===== config.mk =====
export PLATFORM = sky130hd
export DESIGN_NAME = ps2_rx_frontend
export DESIGN_NICKNAME = d
export VERILOG_FILES = /design/src/rtl/ps2_pkg.sv /design/src/rtl/ps2_rx_frontend_byte_fifo.sv /design/src/rtl/ps2_rx_frontend.sv
export SDC_FILE = /design/constraint.sdc
export NUM_CORES = 1
export LEC_CHECK = 0
export CAP_MARGIN = 20
export CORE_ASPECT_RATIO = 0.6
export CORE_MARGIN = 4
export CORE_UTILIZATION = 38
export CTS_CLUSTER_DIAMETER = 120
export DETAILED_ROUTE_END_ITERATION = 8
export PLACE_DENSITY = 0.6
export RECOVER_POWER = 50
export SYNTH_ARGS = -nofsm -noshare
export SYNTH_HDL_FRONTEND = slang
export SYNTH_SLANG_ARGS = --single-unit

===== constraint.sdc =====
create_clock -name clk -period 3.25 [get_ports clk]
set_input_delay 0.65 -clock clk [delete_from_list [all_inputs] [get_ports clk]]
set_output_delay 0.65 -clock clk [all_outputs]
set_load 0.05 [all_outputs]

===== src/rtl/ps2_pkg.sv =====
// Shared types and constants for the PS/2 receive path.
package ps2_pkg;

  typedef enum logic [1:0] {
    RX_IDLE   = 2'd0,
    RX_SHIFT  = 2'd1,
    RX_PARITY = 2'd2,
    RX_STOP   = 2'd3
  } rx_state_t;

  localparam int   FRAME_DATA_BITS = 8;
  localparam logic PS2_IDLE_LEVEL  = 1'b1;

endpackage


===== src/rtl/ps2_rx_frontend_byte_fifo.sv =====
// Byte FIFO with extra pointer MSB for full/empty; head byte reads as zero when empty.
module byte_fifo #(
  parameter int DEPTH_LOG2 = 3
) (
  input  logic       clk,
  input  logic       rst,
  input  logic       push,
  input  logic [7:0] din,
  input  logic       pop,
  output logic [7:0] dout,
  output logic       empty,
  output logic       full
);

  localparam int DEPTH = 1 << DEPTH_LOG2;
  localparam logic [DEPTH_LOG2:0] PTR_ONE = 1;

  logic [7:0]          r_mem [DEPTH];
  logic [DEPTH_LOG2:0] r_wr_ptr;
  logic [DEPTH_LOG2:0] r_rd_ptr;
  logic                w_do_push;
  logic                w_do_pop;

  assign empty = (r_wr_ptr == r_rd_ptr);
  assign full  = (r_wr_ptr[DEPTH_LOG2] != r_rd_ptr[DEPTH_LOG2]) &&
                 (r_wr_ptr[DEPTH_LOG2-1:0] == r_rd_ptr[DEPTH_LOG2-1:0]);

  // A pop frees the slot a simultaneous push needs when full.
  assign w_do_pop  = pop & ~empty;
  assign w_do_push = push & (~full | w_do_pop);

  always_ff @(posedge clk) begin
    if (rst) begin
      r_wr_ptr <= '0;
      r_rd_ptr <= '0;
    end else begin
      if (w_do_push) r_wr_ptr <= r_wr_ptr + PTR_ONE;
      if (w_do_pop)  r_rd_ptr <= r_rd_ptr + PTR_ONE;
    end
  end

  always_ff @(posedge clk) begin
    if (w_do_push) r_mem[r_wr_ptr[DEPTH_LOG2-1:0]] <= din;
  end

  assign dout = empty ? 8'h00 : r_mem[r_rd_ptr[DEPTH_LOG2-1:0]];

endmodule


===== src/rtl/ps2_rx_frontend.sv =====
// PS/2 device-to-host receiver: synchroniser, falling-edge deframer with timeout, byte FIFO.
//  state     | meaning
//  RX_IDLE   | waiting for start bit (data low on a ps2_clk fall)
//  RX_SHIFT  | collecting 8 data bits, LSB first
//  RX_PARITY | next fall carries the odd-parity bit
//  RX_STOP   | next fall carries the stop bit; push or flag error
module ps2_rx_frontend
  import ps2_pkg::*;
#(
  parameter int DEPTH_LOG2  = 3,
  parameter int SYNC_STAGES = 2,
  parameter int TIMEOUT     = 5000
) (
  input  logic       clk,
  input  logic       rst,
  input  logic       ps2_clk,
  input  logic       ps2_data,
  input  logic       nextdata_n,
  output logic [7:0] data,
  output logic       ready,
  output logic       overflow,
  output logic       frame_err
);

  localparam int TW = $clog2(TIMEOUT + 1);
  localparam logic [TW-1:0] TIMER_LOAD = TW'(TIMEOUT - 1);
  localparam logic [TW-1:0] TIMER_ONE  = 1;
  localparam logic [2:0]    LAST_BIT   = 3'(FRAME_DATA_BITS - 1);

  logic [SYNC_STAGES-1:0] r_clk_sync;
  logic [SYNC_STAGES-1:0] r_data_sync;
  logic                   r_clk_prev;
  logic                   w_clk_s;
  logic                   w_data_s;
  logic                   w_fall;

  rx_state_t  r_state, w_state_nxt;
  logic [2:0] r_cnt, w_cnt_nxt;
  logic [7:0] r_sr, w_sr_nxt;
  logic       r_par, w_par_nxt;
  logic [TW-1:0] r_timer;
  logic       w_timeout;
  logic       w_push;
  logic       w_err;
  logic       r_frame_err;
  logic       r_overflow;
  logic       w_empty;
  logic       w_full;
  logic       w_pop_req;

  always_ff @(posedge clk) begin
    if (rst) begin
      r_clk_sync  <= {SYNC_STAGES{PS2_IDLE_LEVEL}};
      r_data_sync <= {SYNC_STAGES{PS2_IDLE_LEVEL}};
      r_clk_prev  <= PS2_IDLE_LEVEL;
    end else begin
      r_clk_sync  <= {r_clk_sync[SYNC_STAGES-2:0], ps2_clk};
      r_data_sync <= {r_data_sync[SYNC_STAGES-2:0], ps2_data};
      r_clk_prev  <= w_clk_s;
    end
  end

  assign w_clk_s  = r_clk_sync[SYNC_STAGES-1];
  assign w_data_s = r_data_sync[SYNC_STAGES-1];
  assign w_fall   = r_clk_prev & ~w_clk_s;

  always_ff @(posedge clk) begin
    if (rst) begin
      r_state <= RX_IDLE;
      r_cnt   <= '0;
      r_sr    <= '0;
      r_par   <= 1'b0;
    end else begin
      r_state <= w_state_nxt;
      r_cnt   <= w_cnt_nxt;
      r_sr    <= w_sr_nxt;
      r_par   <= w_par_nxt;
    end
  end

  // Down-counter reloads on every fall; reaching zero mid-frame aborts it.
  always_ff @(posedge clk) begin
    if (rst)                                       r_timer <= '0;
    else if (w_fall)                               r_timer <= TIMER_LOAD;
    else if (r_state != RX_IDLE && r_timer != '0)  r_timer <= r_timer - TIMER_ONE;
  end

  assign w_timeout = (r_state != RX_IDLE) && (r_timer == '0) && !w_fall;

  always_comb begin
    w_state_nxt = r_state;
    w_cnt_nxt   = r_cnt;
    w_sr_nxt    = r_sr;
    w_par_nxt   = r_par;
    w_push      = 1'b0;
    w_err       = 1'b0;
    if (w_timeout) begin
      w_state_nxt = RX_IDLE;
      w_err       = 1'b1;
    end else if (w_fall) begin
      case (r_state)
        RX_IDLE: begin
          if (!w_data_s) begin
            w_state_nxt = RX_SHIFT;
            w_cnt_nxt   = '0;
          end
        end
        RX_SHIFT: begin
          w_sr_nxt  = {w_data_s, r_sr[7:1]};
          w_cnt_nxt = r_cnt + 3'd1;
          if (r_cnt == LAST_BIT) w_state_nxt = RX_PARITY;
        end
        RX_PARITY: begin
          w_par_nxt   = w_data_s;
          w_state_nxt = RX_STOP;
        end
        RX_STOP: begin
          if (w_data_s && (^{r_sr, r_par})) w_push = 1'b1;
          else                              w_err  = 1'b1;
          w_state_nxt = RX_IDLE;
        end
        default: w_state_nxt = RX_IDLE;
      endcase
    end
  end

  assign w_pop_req = ~nextdata_n;

  always_ff @(posedge clk) begin
    if (rst) begin
      r_frame_err <= 1'b0;
      r_overflow  <= 1'b0;
    end else begin
      r_frame_err <= w_err;
      if (w_push && w_full && !w_pop_req) r_overflow <= 1'b1;
    end
  end

  byte_fifo #(.DEPTH_LOG2(DEPTH_LOG2)) u_fifo (
    .clk   (clk),
    .rst   (rst),
    .push  (w_push),
    .din   (r_sr),
    .pop   (w_pop_req),
    .dout  (data),
    .empty (w_empty),
    .full  (w_full)
  );

  assign ready     = ~w_empty;
  assign overflow  = r_overflow;
  assign frame_err = r_frame_err;

endmodule


==> out/metrics.yaml <==
outcome:
  status: "complete, no violations"
pwr:
  max-vdd-ir-drop_mv: 0.287
  powerDensity_nw_per_um2: 488
  total_leakage_power_nw: 1.86
  totalPowerFinal_mw: 2.59
detailed_routing:
  first_drt_pass_iteration_count: 4
  wl_per_cell_um: 16.6
  route.antenna.remaining_nets: 0
  drc_errors: 0
  aggregate_routed_wire_length_um: 8910
  routed_via_density: 5.09
  detailroute.via_count: 2730
  drt_iter0_markers: 147
die:
  rows: 30
  fp.dieH_um: 93.2
  initial_utilization_pct: 39.8
  coreArea_um2: 11600
  pin_count: 16
  fp.dieArea_um2: 14000
  fp.dieW_um: 150
synthesis:
  ys_types: 43
  synth_enable_flop_cells: 64
  post_synth_main_area_contributors: "edfxtp_1 (42%), dfxtp_1 (20%), mux4_2 (7.8%)"
  synth_seq_area_share_pct: 61.4
  synth_largest_area_cell: "edfxtp_1"
  syn_nets: 360
  synth.most_common_cell: "edfxtp_1"
  synthesis.instances: 344
  synth_top_cell_area_share_pct: 41.8
  post_synthesis_sequential_element_count: 109
  synth_warnings: 0
  ys_dominant_reg_cell: "edfxtp_1"
  yosys-top-cells-count: "edfxtp_1 (64), dfxtp_1 (45), nor2_1 (38)"
  syn_area_per_cell_um2: 13.4
  synthesis.area_um2: 4600
  synthArstFlopShare_pct: 0
final_layout:
  filler_cell_count: 1072
  layout.area.seq_um2: 2820
  multi_input_area_um2: 1700
  drive_above_1_share_pct: 17.6
  n_antenna_cell: 0
  synthToLayoutAreaGrowth_pct: 15.3
  count_of_nets_after_finishing: 387
global_routing:
  number_of_global_route_vias_before_repair: 2610
  grt_most_used_layer: "met1"
  maximum_number_of_pins_on_one_net_before_global_route_repair: 22
  grt_pass1_wl_um: 14300
  gr_usage_total_pct: 13.5
  grt_remaining_overflow: 0
  global_route.usage.met3_pct: 3.34
  use_met1_pct: 21.1
  antenna_found_initial: 0
  globalRouteMet2Util_pct: 18.5
critical_path:
  required_ps: 2600
  timing_worst_setup_path_type: "reg -> out"
  rr_endpoint: "u_fifo.r_mem[5][5]"
  setup.worst_path.end_class: "output pin"
  worstPathMaxFanout: 10
  worstSetupStartpointType: "flop"
  wp_data_arrival_ps: 2220
  rrSetupSlack_ps: 430
  ff2ff_path_depth: 7
  reg2reg_from: "r_sr[5]"
job:
  drv.max_cap_violation_count: 0
place:
  gp_congestion: 0.768
  hpwl_reported_at_the_end_of_detailed_placement_um: 6210
  io_buffer_count: 15
clocking:
  ctsResizeCount: 0
  max-clock-path-buffers: 2
  cts_tree: "done"
  clk-insertion-delay-late_ps: 340
  ctsRootBufferMaster: "clkbuf_16"
  clk_pin_slew_worst_paths_ps: 60
  htree_levels: 3
  holdBufCountCts: 0
  sinks_on_the_clock_net: 109
  cts_inserted_buffers: 9
  cts.repair_timing.setup_buffer_count: 0
sta:
  rsz0062_at_grt: "false"
  setup-tns-final_ps: 0
  finClkSkew_ps: 8.52
  finalSetupViolCount: 0
  worst_slew_margin_relative_to_its_limit_pct: 43.6
  achievable-frequency_mhz: 348
  timing.final.hold_violations: 0
  timing.final.crit_period_ps: 2870
  worst_slew_pin_slew_ps: 846
  period_share_pct: 88.4
  finalMaxSlewViolations: 0
min_path:
  holdCritPathClass: "reg -> reg"
  hold-path-cell-count: 1
  hold_path_end: "r_clk_sync[1]"
  start_point_of_the_worst_hold_path: "r_clk_sync[0]"
final cells by class:
cell class	count	share of cell area [%]
Timing Repair Buffer	34	4.65
Multi-Input combinational cell	206	32.1
Tap cell	160	3.77
Clock inverter	5	1.13
Sequential cell	109	53.2
Clock buffer	11	4.39
Inverter	11	0.778
stage by stage:
stage / setup slack (ps) / hold slack (ps) / util [%] / area [um2] / std cells
after floorplan: 355 / 389 / - / 4600 / 344
after global placement: 683 / 391 / 43.6 / 5040 / 520
after detailed placement: 603 / 395 / 43.6 / 5040 / 520
after CTS: 323 / 410 / 46.1 / 5330 / 536
after global routing: 201 / 416 / 45.9 / 5300 / 536
final: 377 / 408 / 45.9 / 5300 / 536
worst max-delay path by stage:
stage,start,to,slack [ps]
detailed placement,r_sr[1],u_fifo.r_mem[5][0],600
global route,u_fifo.r_wr_ptr[0],ready,200
floorplan,r_sr[2],u_fifo.r_mem[1][0],360
finish,u_fifo.r_wr_ptr[1],ready,380
global placement,u_fifo.r_wr_ptr[1],ready,680
CTS,u_fifo.r_wr_ptr[0],ready,320
cells in the final DEF, fill, tap and decap left out, types with 6 or more instances in the layout:
cell	instances
a21oi_1	13
buf_4	20
clkbuf_1	9
clkbuf_16	9
clkdlybuf4s50_1	6
dfxtp_1	45
edfxtp_1	64
ha_1	11
inv_1	11
mux2i_1	18
mux4_2	16
nand2_1	15
nand3_1	8
nand4_1	6
nor2_1	38
nor3_1	7
o21ai_0	6
xnor2_1	8
xor2_1	15
kinds of logic (layout without fill, tap and decap cells):
kind of cell	count (synthesis)	after routing	share of synthesized area [%]
AOI/OAI and AO/OA	31	31	4.05
adders and majority gates	11	11	2.99
muxes	36	36	12.2
buffers and inverters	29	61	2.48
and+or+nand+nor	103	103	11.6
DFF	109	109	61.4
xor gates and xnor gates	25	25	5.22
critical path, cell delays in order (launching register included):
cell and delay (ps):
dfxtp_1 580, xor2_1 160, nor4_2 380, inv_1 70, clkdlybuf4s50_1 710
power by group:
part | total, mW | internal, mW | leakage, nW | switching [mW]
logic | 0.0627 | 0.0235 | 0.760 | 0.0392
clock network | 1.07 | 0.601 | 0.142 | 0.464
registers | 1.46 | 1.45 | 0.957 | 0.00887
state kept, by name, summed over array words and instances, names as in the netlist, named ones only:
| name | flops |
|---|---|
| overflow | 1 |
| u_fifo.r_wr_ptr | 4 |
| u_fifo.r_mem | 64 |
| u_fifo.r_rd_ptr | 4 |
| frame_err | 1 |
| r_timer | 13 |
| r_clk_sync | 2 |
| r_par | 1 |
| r_clk_prev | 1 |
| r_data_sync | 2 |
| r_sr | 8 |
| r_state | 2 |
| r_cnt | 3 |
routing by layer:
layer / vias to the layer above / share of wire [%]
li1: 1325 / -
met1: 1354 / 53
met2: 45 / 42
met3: 6 / 4.0
met4: 0 / 0.52
met5: - / 0
Note: power is estimated with default switching activity, not from simulation.
